<file path="src/rtl/press_event_pkg.sv">
// Shared state encoding and default timing constants for the press event decoder.
`timescale 1ns/1ps
package press_event_pkg;
  localparam int STATE_W = 3;

  typedef enum logic [STATE_W-1:0] {
    IDLE      = 3'd0,
    PRESS1    = 3'd1,
    WAIT2     = 3'd2,
    PRESS2    = 3'd3,
    LONG_HOLD = 3'd4
  } state_t;

  localparam int DEF_LONG_CYCLES   = 8;
  localparam int DEF_GAP_CYCLES    = 6;
  localparam int DEF_REPEAT_CYCLES = 4;
  localparam int DEF_CNT_W         = 4;
endpackage

</file>
<file path="src/rtl/press_event_decoder_if.sv">
// Button level in, event pulses and debug state out; the decoder takes the slave side.
`timescale 1ns/1ps
interface press_event_decoder_if;
  import press_event_pkg::*;

  logic               named_in;
  logic               short_press;
  logic               double_press;
  logic               long_press;
  logic               repeat_pulse;
  logic               held;
  logic [STATE_W-1:0] state_out;

  modport master (
    output named_in,
    input  short_press, double_press, long_press, repeat_pulse, held, state_out
  );

  modport slave (
    input  named_in,
    output short_press, double_press, long_press, repeat_pulse, held, state_out
  );
endinterface

</file>
<file path="src/rtl/press_cycle_timer.sv">
// Saturating cycle counter with clear, load-1, increment and an equality flag against a limit.
// Count updates on the clock edge; eq is combinational from the current count.
`timescale 1ns/1ps
module press_cycle_timer #(
  parameter int CNT_W = 4
) (
  input  logic             clk,
  input  logic             reset,
  input  logic             clr,
  input  logic             ld1,
  input  logic             inc,
  input  logic [CNT_W-1:0] limit,
  output logic             eq
);
  logic [CNT_W-1:0] cnt;

  function automatic logic [CNT_W-1:0] sat_inc(input logic [CNT_W-1:0] v);
    return (&v) ? v : v + CNT_W'(1);
  endfunction

  always_ff @(posedge clk or negedge reset) begin
    if (!reset)   cnt <= '0;
    else if (clr) cnt <= '0;
    else if (ld1) cnt <= CNT_W'(1);
    else if (inc) cnt <= sat_inc(cnt);
  end

  assign eq = (cnt == limit);
endmodule

</file>
<file path="src/rtl/press_event_decoder.sv">
// Turns a debounced button level into 1-cycle short/double/long events; auto-repeat with PRESS_REPEAT_EN.
// All outputs registered, visible the cycle after the deciding edge; no backpressure, input sampled every cycle.
`timescale 1ns/1ps
module press_event_decoder
  import press_event_pkg::*;
#(
  parameter int LONG_CYCLES   = DEF_LONG_CYCLES,
  parameter int GAP_CYCLES    = DEF_GAP_CYCLES,
  parameter int REPEAT_CYCLES = DEF_REPEAT_CYCLES,
  parameter int CNT_W         = DEF_CNT_W
) (
  input  logic                 clk,
  input  logic                 reset,
  press_event_decoder_if.slave bus
);
  localparam logic [CNT_W-1:0] LONG_LIM = CNT_W'(LONG_CYCLES - 1);
  localparam logic [CNT_W-1:0] GAP_LIM  = CNT_W'(GAP_CYCLES - 1);
  localparam logic [CNT_W-1:0] REP_LIM  = CNT_W'(REPEAT_CYCLES - 1);

  state_t           state, nxt;
  logic             prev_in;
  logic             t_clr, t_ld1, t_inc, t_eq;
  logic [CNT_W-1:0] t_lim;
  logic             sp_n, dp_n, lp_n;
  logic             sp_q, dp_q, lp_q, held_q;
`ifdef PRESS_REPEAT_EN
  logic             rp_n, rp_q;
`endif

  press_cycle_timer #(.CNT_W(CNT_W)) u_timer (
    .clk   (clk),
    .reset (reset),
    .clr   (t_clr),
    .ld1   (t_ld1),
    .inc   (t_inc),
    .limit (t_lim),
    .eq    (t_eq)
  );

  always_comb begin
    case (state)
      WAIT2:     t_lim = GAP_LIM;
      LONG_HOLD: t_lim = REP_LIM;
      default:   t_lim = LONG_LIM;
    endcase
  end

  always_comb begin
    nxt   = state;
    t_clr = 1'b0;
    t_ld1 = 1'b0;
    t_inc = 1'b0;
    sp_n  = 1'b0;
    dp_n  = 1'b0;
    lp_n  = 1'b0;
`ifdef PRESS_REPEAT_EN
    rp_n  = 1'b0;
`endif
    case (state)
      IDLE: begin
        if (!prev_in && bus.named_in) begin
          nxt   = PRESS1;
          t_ld1 = 1'b1;
        end
      end
      PRESS1: begin
        if (!bus.named_in) begin
          nxt   = WAIT2;
          t_ld1 = 1'b1;
        end else if (t_eq) begin
          nxt   = LONG_HOLD;
          lp_n  = 1'b1;
          t_clr = 1'b1;
        end else begin
          t_inc = 1'b1;
        end
      end
      WAIT2: begin
        if (bus.named_in) begin
          nxt   = PRESS2;
          t_ld1 = 1'b1;
        end else if (t_eq) begin
          nxt  = IDLE;
          sp_n = 1'b1;
        end else begin
          t_inc = 1'b1;
        end
      end
      PRESS2: begin
        // A second press that turns into a long hold drops the pending double.
        if (!bus.named_in) begin
          nxt  = IDLE;
          dp_n = 1'b1;
        end else if (t_eq) begin
          nxt   = LONG_HOLD;
          lp_n  = 1'b1;
          t_clr = 1'b1;
        end else begin
          t_inc = 1'b1;
        end
      end
      LONG_HOLD: begin
        if (!bus.named_in) begin
          nxt = IDLE;
        end else begin
`ifdef PRESS_REPEAT_EN
          if (t_eq) begin
            rp_n  = 1'b1;
            t_clr = 1'b1;
          end else begin
            t_inc = 1'b1;
          end
`else
          t_inc = 1'b1;
`endif
        end
      end
      default: nxt = IDLE;
    endcase
  end

  // prev_in resets high so a button already down at reset release is not a press.
  always_ff @(posedge clk or negedge reset) begin
    if (!reset) begin
      state   <= IDLE;
      prev_in <= 1'b1;
      sp_q    <= 1'b0;
      dp_q    <= 1'b0;
      lp_q    <= 1'b0;
      held_q  <= 1'b0;
`ifdef PRESS_REPEAT_EN
      rp_q    <= 1'b0;
`endif
    end else begin
      state   <= nxt;
      prev_in <= bus.named_in;
      sp_q    <= sp_n;
      dp_q    <= dp_n;
      lp_q    <= lp_n;
      held_q  <= (nxt == LONG_HOLD);
`ifdef PRESS_REPEAT_EN
      rp_q    <= rp_n;
`endif
    end
  end

  assign bus.short_press  = sp_q;
  assign bus.double_press = dp_q;
  assign bus.long_press   = lp_q;
  assign bus.held         = held_q;
  assign bus.state_out    = state;
`ifdef PRESS_REPEAT_EN
  assign bus.repeat_pulse = rp_q;
`else
  assign bus.repeat_pulse = 1'b0;
`endif
endmodule

</file>
<file path="src/flat_wrapper.sv">
// flat-port wrapper written by rule: the top's interface ports become plain ports
module press_event_decoder_flat import press_event_pkg::*;
#(
  parameter int LONG_CYCLES   = DEF_LONG_CYCLES,
  parameter int GAP_CYCLES    = DEF_GAP_CYCLES,
  parameter int REPEAT_CYCLES = DEF_REPEAT_CYCLES,
  parameter int CNT_W         = DEF_CNT_W
)
  (clk, reset, bus_named_in, bus_short_press, bus_double_press, bus_long_press, bus_repeat_pulse, bus_held, bus_state_out);
  press_event_decoder_if bus_i ();
  input  logic clk;
  input  logic reset;
  input wire logic [$bits(bus_i.named_in)-1:0] bus_named_in;
  output wire logic [$bits(bus_i.short_press)-1:0] bus_short_press;
  output wire logic [$bits(bus_i.double_press)-1:0] bus_double_press;
  output wire logic [$bits(bus_i.long_press)-1:0] bus_long_press;
  output wire logic [$bits(bus_i.repeat_pulse)-1:0] bus_repeat_pulse;
  output wire logic [$bits(bus_i.held)-1:0] bus_held;
  output wire logic [$bits(bus_i.state_out)-1:0] bus_state_out;
  assign bus_i.named_in = bus_named_in;
  assign bus_short_press = bus_i.short_press;
  assign bus_double_press = bus_i.double_press;
  assign bus_long_press = bus_i.long_press;
  assign bus_repeat_pulse = bus_i.repeat_pulse;
  assign bus_held = bus_i.held;
  assign bus_state_out = bus_i.state_out;
  press_event_decoder #(.LONG_CYCLES(LONG_CYCLES), .GAP_CYCLES(GAP_CYCLES), .REPEAT_CYCLES(REPEAT_CYCLES), .CNT_W(CNT_W)) u_core (.clk(clk), .reset(reset), .bus(bus_i));
endmodule
</file>
<file path="config.mk">
export PLATFORM = sky130hd
export DESIGN_NAME = press_event_decoder_flat
export DESIGN_NICKNAME = d
export VERILOG_FILES = /design/src/rtl/press_event_pkg.sv /design/src/rtl/press_event_decoder_if.sv /design/src/rtl/press_cycle_timer.sv /design/src/rtl/press_event_decoder.sv /design/src/flat_wrapper.sv
export SDC_FILE = /design/constraint.sdc
export NUM_CORES = 1
export LEC_CHECK = 0
export ABC_AREA = 1
export CAP_MARGIN = 10
export CORE_AREA = 10 10 47 49
export DETAILED_ROUTE_END_ITERATION = 10
export DIE_AREA = 0 0 57 59
export HOLD_SLACK_MARGIN = 0.08
export MAX_ROUTING_LAYER = met4
export PLACE_DENSITY = 0.77
export SLEW_MARGIN = 0
export SYNTH_ARGS = -nofsm -noshare
export SYNTH_HDL_FRONTEND = slang
export SYNTH_HIERARCHICAL = 1
export SYNTH_SLANG_ARGS = --single-unit
</file>
<file path="constraint.sdc">
create_clock -name clk -period 5.46 [get_ports clk]
set_input_delay 1.365 -clock clk [delete_from_list [all_inputs] [get_ports clk]]
set_output_delay 1.365 -clock clk [all_outputs]
set_load 0.05 [all_outputs]
</file>
After elaboration in Yosys (flattened, before gate mapping)
Index checks and enable logic that the tools add are counted.
{ "classes": {"mux": 27, "n_reduce_logical": 7, "add_sub_neg": 1, "n_eq_ne": 7} }
{ "ops": {"columns": ["cell", "n"], "rows": [
  ["two-way mux 3 bit", 7],
  ["two-way mux 4 bit", 4],
  ["one-hot mux 3 bit (5 select lines)", 1],
  ["two-way mux 1 bit", 12],
  ["== test 3 x 2 -> 1 bit (second input constant)", 2],
  ["== test 3 bit (second input constant)", 2],
  ["one-hot mux 1 bit (3 select lines)", 2],
  ["one-hot mux 3 bit (2 select lines)", 1],
  ["adder 4 x 1 -> 4 bit (second input constant)", 1],
  ["== test 4 bit", 1],
  ["AND reduction 4 bit", 1],
  ["== test 3 x 1 -> 1 bit (second input constant)", 1],
  ["logical NOT 3 bit", 1],
  ["inequality test 3 x 1 -> 1 bit (second input constant)", 1],
  ["nonzero test 3 bit", 1],
  ["AND reduction 2 bit", 1],
  ["OR reduction 2 bit", 1],
  ["logical AND 1 bit", 1],
  ["logical NOT 1 bit", 1]
]} }
{ "word_totals": {"elab_cells": 49, "out_inout_bits": 8, "regBits": 12} }

Longest topological paths before layout
{ "logic_depth": {"depth_word": 9, "mapped_depth": 13, "mapped_depth_nobuf": 13} }

By module
Netlist, hierarchy kept.
{ "by_module_without_submodules": {"columns": ["mod", "instances", "seq_area_each_um2", "area_each_um2", "cells_each"], "rows": [
  ["press_event_decoder", 1, 201.4, 380.4, 48],
  ["press_cycle_timer", 1, 100.1, 299.0, 40]
]} }

Worst setup path before layout
Ideal clock, no wire load.
{ "synth_path": {"kind": "input port to flip-flop", "startpoint": "input bus_named_in", "endpoint": "register u_core.u_timer.cnt[0]", "slack_ns": 3.180, "stages": 10, "t_arrival_ns": 2.163, "required_ns": 5.343, "path_cell_list": "buf_4 nand2_1 nor2_2 nand2_1 nand3_1 nand2_2 nand2_2 clkinv_1 nand2_1 nand2_1"} }
{ "synth_rtl": {"columns": ["item", "line", "rtl"], "rows": [
  ["from (decl)", "flat_wrapper.sv:13", "input wire logic [$bits(bus_i.named_in)-1:0] bus_named_in;"],
  ["two-way mux 1 bit (on tied branches)", "press_event_decoder.sv:103, press_event_decoder.sv:67, press_event_decoder.sv:79", null],
  ["one-hot mux 1 bit (3 select lines) (*)", "press_event_decoder.sv:59", "case (state)"],
  ["via u_core.t_inc", "press_event_decoder.sv:22", "logic t_clr, t_ld1, t_inc, t_eq;"],
  ["nonzero test 3 bit (no line) (*)", null, null],
  ["AND reduction 2 bit (no line) (*)", null, null],
  ["to (signal assigned)", "press_cycle_timer.sv:25", "else if (inc) cnt <= sat_inc(cnt);"],
  ["to (decl)", "press_cycle_timer.sv:15", "logic [CNT_W-1:0] cnt;"]
]} }
Mark *: on every way through the listed nets, which the timed path passes. The rest lies on a longest branch.
A chain may end at the register's enable or synchronous reset.

Worst setup path in the final report
{ "layout_path": {"startpoint": "register u_core.state[0], in the netlist u_core/bus.state_out[0]", "endpoint": "output bus_state_out[0]"} }
{ "layout_rtl": {"columns": ["item", "line", "rtl"], "rows": [
  ["from (decl)", "press_event_decoder.sv:20", "state_t state, nxt;"],
  ["from (signal assigned)", "press_event_decoder.sv:135", "state <= nxt;"],
  ["to (decl)", "flat_wrapper.sv:19", "output wire logic [$bits(bus_i.state_out)-1:0] bus_state_out;"]
]} }
No word-level cell between the ends.

==> flow_results.org <==
** Run status
- Run status :: complete, no violations

** Route
- Iteration count of the initial detailed-routing pass :: 5
- Dividing the detail-routed via count by the number of cells gives ~5.4.
- Via total after detailed routing :: 624
- Routed length per instance :: roughly 12 um
- Once detail routing completed, the nets flagged for antenna violations numbered 0.
- For this block, the initial DRC count from the detailed router was 16.
- After detailed routing, the total wire length is 1430 um.
- DRC violation count after routing :: 0

** CTS
- Maximum buffer depth of the clock tree :: 2
- After clock tree synthesis, the clock-pin slew on the worst setup and hold paths is 70 ps.
- After clock tree synthesis, the setup repair step added 0 buffers.
- Hold repair after CTS inserted 0 buffers.
- In this run the number of H-tree levels came out at 1.
- Cts bufs inserted :: 3
- CTS root buffer :: sky130_fd_sc_hd__clkbuf_4
- TritonCTS built the clock tree.
- After clock tree synthesis, the repair step resized 0 gates.
- The clock reaches the later pin of the worst-skew pair after 280 ps.
- CTS saw 12 sinks.

** STA
- The final count of hold timing violations is 0.
- Worst-case setup margin in the final layout :: 2480 ps
- Highest achievable clock rate :: roughly 340 MHz
- Post-route clock skew :: 1.78 ps
- Headroom to the max-slew limit came out at ~64%.
- Setup violations remaining at the end of the flow were counted as 0.
- Worst Max-Slew Pin Slew :: 534 ps
- Part of the cycle the worst path needs :: 54.6%
- The final count of pins violating max slew is 0.
- RSZ-0062 raised after global routing :: no
- The worst path needs 2980 ps of the cycle, external delays included.
- For the final routed database, the setup TNS stands at 0 ps.

** Die
- The floorplan has 14 rows.
- From bottom edge to top edge, the die measures 59 um.
- Initial Util :: 48.5%
- The floorplan step defined a core boundary enclosing 0.00140 mm^2.
- Count of pins on the block boundary :: 11
- The floorplan step defined a die boundary enclosing 0.00336 mm^2.
- The floorplan step set the die width to around 57 um.

** Power
- Switching share of power :: 45.4%
- IR drop worst, VDD :: 0.000301 V
- Sequential cells burn approximately 37% of the power.
- The clock network burns 18.2% of the power.
- LEAKAGE :: 0.371 nW
- Power per cell area :: around 480 mW/mm^2
- Summed over all nets, the switching power comes to between 0.00015 and 0.0002 W.
- Share of total power in combinational logic :: between 40% and 50%
- Internal Pwr Total :: 0.000213 W

** Logic synthesis
- Of the post-synthesis cell area, the part taken by muxes is 0%.
- EDFF count, synth :: 0
- Counting distinct cell types in the post-synthesis netlist gives 22.
- Compound-cell area share of the yosys netlist :: 3.31%
- Synthesis warning total :: 6
- Asr flop ratio synth :: 100%
- Of the total synthesized cell area, the portion taken by full adders, half adders and majority gates is 1.84%.
- Cell Area, Synth :: 679 um^2
- Among all flip-flop cells after synthesis, the most frequent one is sky130_fd_sc_hd__dfrtp_1.
- Dominant combinational cell family by area after synthesis :: simple AND/OR/NAND/NOR gates
- Synth Area in Simple Gates :: 37.0%
- Synthesized instance count :: 88
- Post-synthesis sequential area ratio :: around 44%
- Synthesis inferred 12 register bits.
- XOR/XNOR Fraction of Synth Area :: under 10%
- The average instance in the mapped netlist occupies between 7 and 8 um^2.

** Placement
- Total half-perimeter wirelength after legalization and detailed placement :: 1090 um
- At the end of routability-driven placement, the weighted congestion stood at 0.910.
- Buffers on Ports :: 9
- The number of placed instances, taps included, is 112.
- Worst slack after detailed placement :: 2520 ps

** Cells and area
- Footprint of the multi-input gates :: 333 um^2
- At the end of the flow, the number of nets in the layout was 105.
- Fraction of layout cells with a size suffix above 1 :: 11.0%
- The filler cells instantiated in the layout total 131.
- Commonest non-fill, non-tap cells in the layout :: 19 x sky130_fd_sc_hd__nand2_1, 13 x sky130_fd_sc_hd__nand3_1, 11 x sky130_fd_sc_hd__nor2_1, 11 x sky130_fd_sc_hd__dfrtp_1, 9 x sky130_fd_sc_hd__clkdlybuf4s50_1
- For this run, the number of standard cells in the final layout without fillers is 116.
- Leaving out fill and tap cells, the most frequent cell in the layout is sky130_fd_sc_hd__nand2_1.
- Across the whole layout, storage elements account for 302 um^2.
- 0 antenna diodes ended up in the layout.
- Relative to the synthesized area, the layout overhead comes to 19.9%.

** Critical path
- Worst Path Class, Setup :: flop to output port
- The slowest stage of the critical path is the sky130_fd_sc_hd__clkdlybuf4s50_1 cell.
- Setup slack on the worst reg-to-reg path comes out at 3130 ps.
- Setup crit end kind :: output port
- RR Endpoint :: u_core/u_timer/cnt[0]$_DFFE_PN0P_
- CP cell instances :: clkdlybuf4s50_1
- Largest fanout on the critical path :: 8
- The worst register-to-register path has a depth of 12.
- Kind of cell with the highest combined delay on the critical path :: buffers and inverters
- The startpoint identified for the worst register-to-register timing path is u_core/bus.state_out[0]$_DFF_PN0_.
- Data arrives at the worst endpoint at 1620 ps.
- CP endpoint :: bus_state_out[0]
- Counting both buffers and inverters, the worst setup path holds a total of 1.
- In this run the number of cells on the critical path is 1.
- In this run the worst setup path begins at u_core/bus.state_out[0]$_DFF_PN0_.
- Type of origin of the critical path :: flop
- Data required time at the worst endpoint :: 4090 ps
- In this design, the stage delay of the slowest critical-path cell is about 860 ps.

** Global routing
- Via count of the first global-routing pass :: 574
- Residual overflow from global routing :: 0
- Overall global routing resource usage :: 9.53%
- The initial antenna violation count is 0.
- Largest net degree at the start of global routing :: 13
- First-pass GRT wire length :: ~2500 um

** Hold path
- Min-delay worst type :: flop to flop

** Run
- Max-cap check violation count :: 0
## power groups by stage
stage	Combinational, W	Sequential [W]	Clock, W
2_1_floorplan	0.000107	0.000164	0
3_3_place_gp	0.000168	0.000143	0
3_5_place_dp	0.000174	0.000144	0
4_1_cts	0.000175	0.000142	0.0000713
5_1_grt	0.000195	0.000147	0.0000737
6_report	0.000176	0.000143	0.0000710
## per-stage QoR
step                      util [%]  hold WS (ps)  total power, W  cell area (um^2)
after floorplan                  -           546        0.000272               683
after global placement        55.5           541        0.000311               778
after detailed placement      55.5           544        0.000318               778
after CTS                     58.1           555        0.000389               815
after global routing          58.1           609        0.000415               815
final                         58.1           554        0.000389               815
## Yosys cell counts (all sizes together) (2+ instances only)
master | count | area [um^2]
xor2 | 2 | 17.5
nand3 | 14 | 75.1
nor2 | 13 | 58.8
conb | 2 | 7.51
inv | 8 | 30.0
xnor2 | 2 | 17.5
buf | 2 | 15.0
nand2 | 21 | 83.8
dfrtp | 11 | 275
nand4 | 3 | 18.8
nor3 | 3 | 15.0
o21ai | 3 | 15.0
## worst min path at each step
stage          slack (ps)                               from                           endpoint  cells past startpoint
2_1_floorplan         550  u_core/u_timer/cnt[0]$_DFFE_PN0P_  u_core/u_timer/cnt[0]$_DFFE_PN0P_                      2
3_3_place_gp          540  u_core/bus.state_out[2]$_DFF_PN0_  u_core/bus.double_press$_DFF_PN0_                      1
3_5_place_dp          540  u_core/bus.state_out[2]$_DFF_PN0_  u_core/bus.double_press$_DFF_PN0_                      1
4_1_cts               560  u_core/bus.state_out[2]$_DFF_PN0_  u_core/bus.double_press$_DFF_PN0_                      1
5_1_grt               610  u_core/bus.state_out[2]$_DFF_PN0_  u_core/bus.double_press$_DFF_PN0_                      1
6_report              550  u_core/bus.state_out[2]$_DFF_PN0_  u_core/bus.double_press$_DFF_PN0_                      1
## cells by family after synthesis
kind of cell / Yosys count
compound gates: 4
xor+xnor: 4
fa+ha+maj: 1
buf+inv: 11
flops: 12
other cells: 2
simple gates: 54
## registers in the layout (all words and copies together), names as in the netlist
| register | cells |
|---|---|
| u_core/u_timer/cnt | 4 |
| u_core/bus.state_out | 3 |
| u_core/bus.double_press | 1 |
| u_core/bus.held | 1 |
| u_core/bus.long_press | 1 |
| u_core/bus.short_press | 1 |
| u_core/prev_in | 1 |
## area by class of cell
type,count,area share [%]
inverters,9,4.15
flip-flops and latches,12,37.0
well taps,16,2.46
clock buffers,4,4.45
multi-input cells,66,40.9
repair buffers,9,11.1
## per-layer routing
metal	share of wire, %	wire [um]	vias to the layer above	global-route usage, %
met1	44	624	292	10.4
met4	1.3	19	0	6.04
li1	-	-	309	-
met2	49	703	19	15.0
met3	5.6	80	4	2.58
met5	0	0	-	-
No activity file was read; power rests on OpenSTA's default activity.
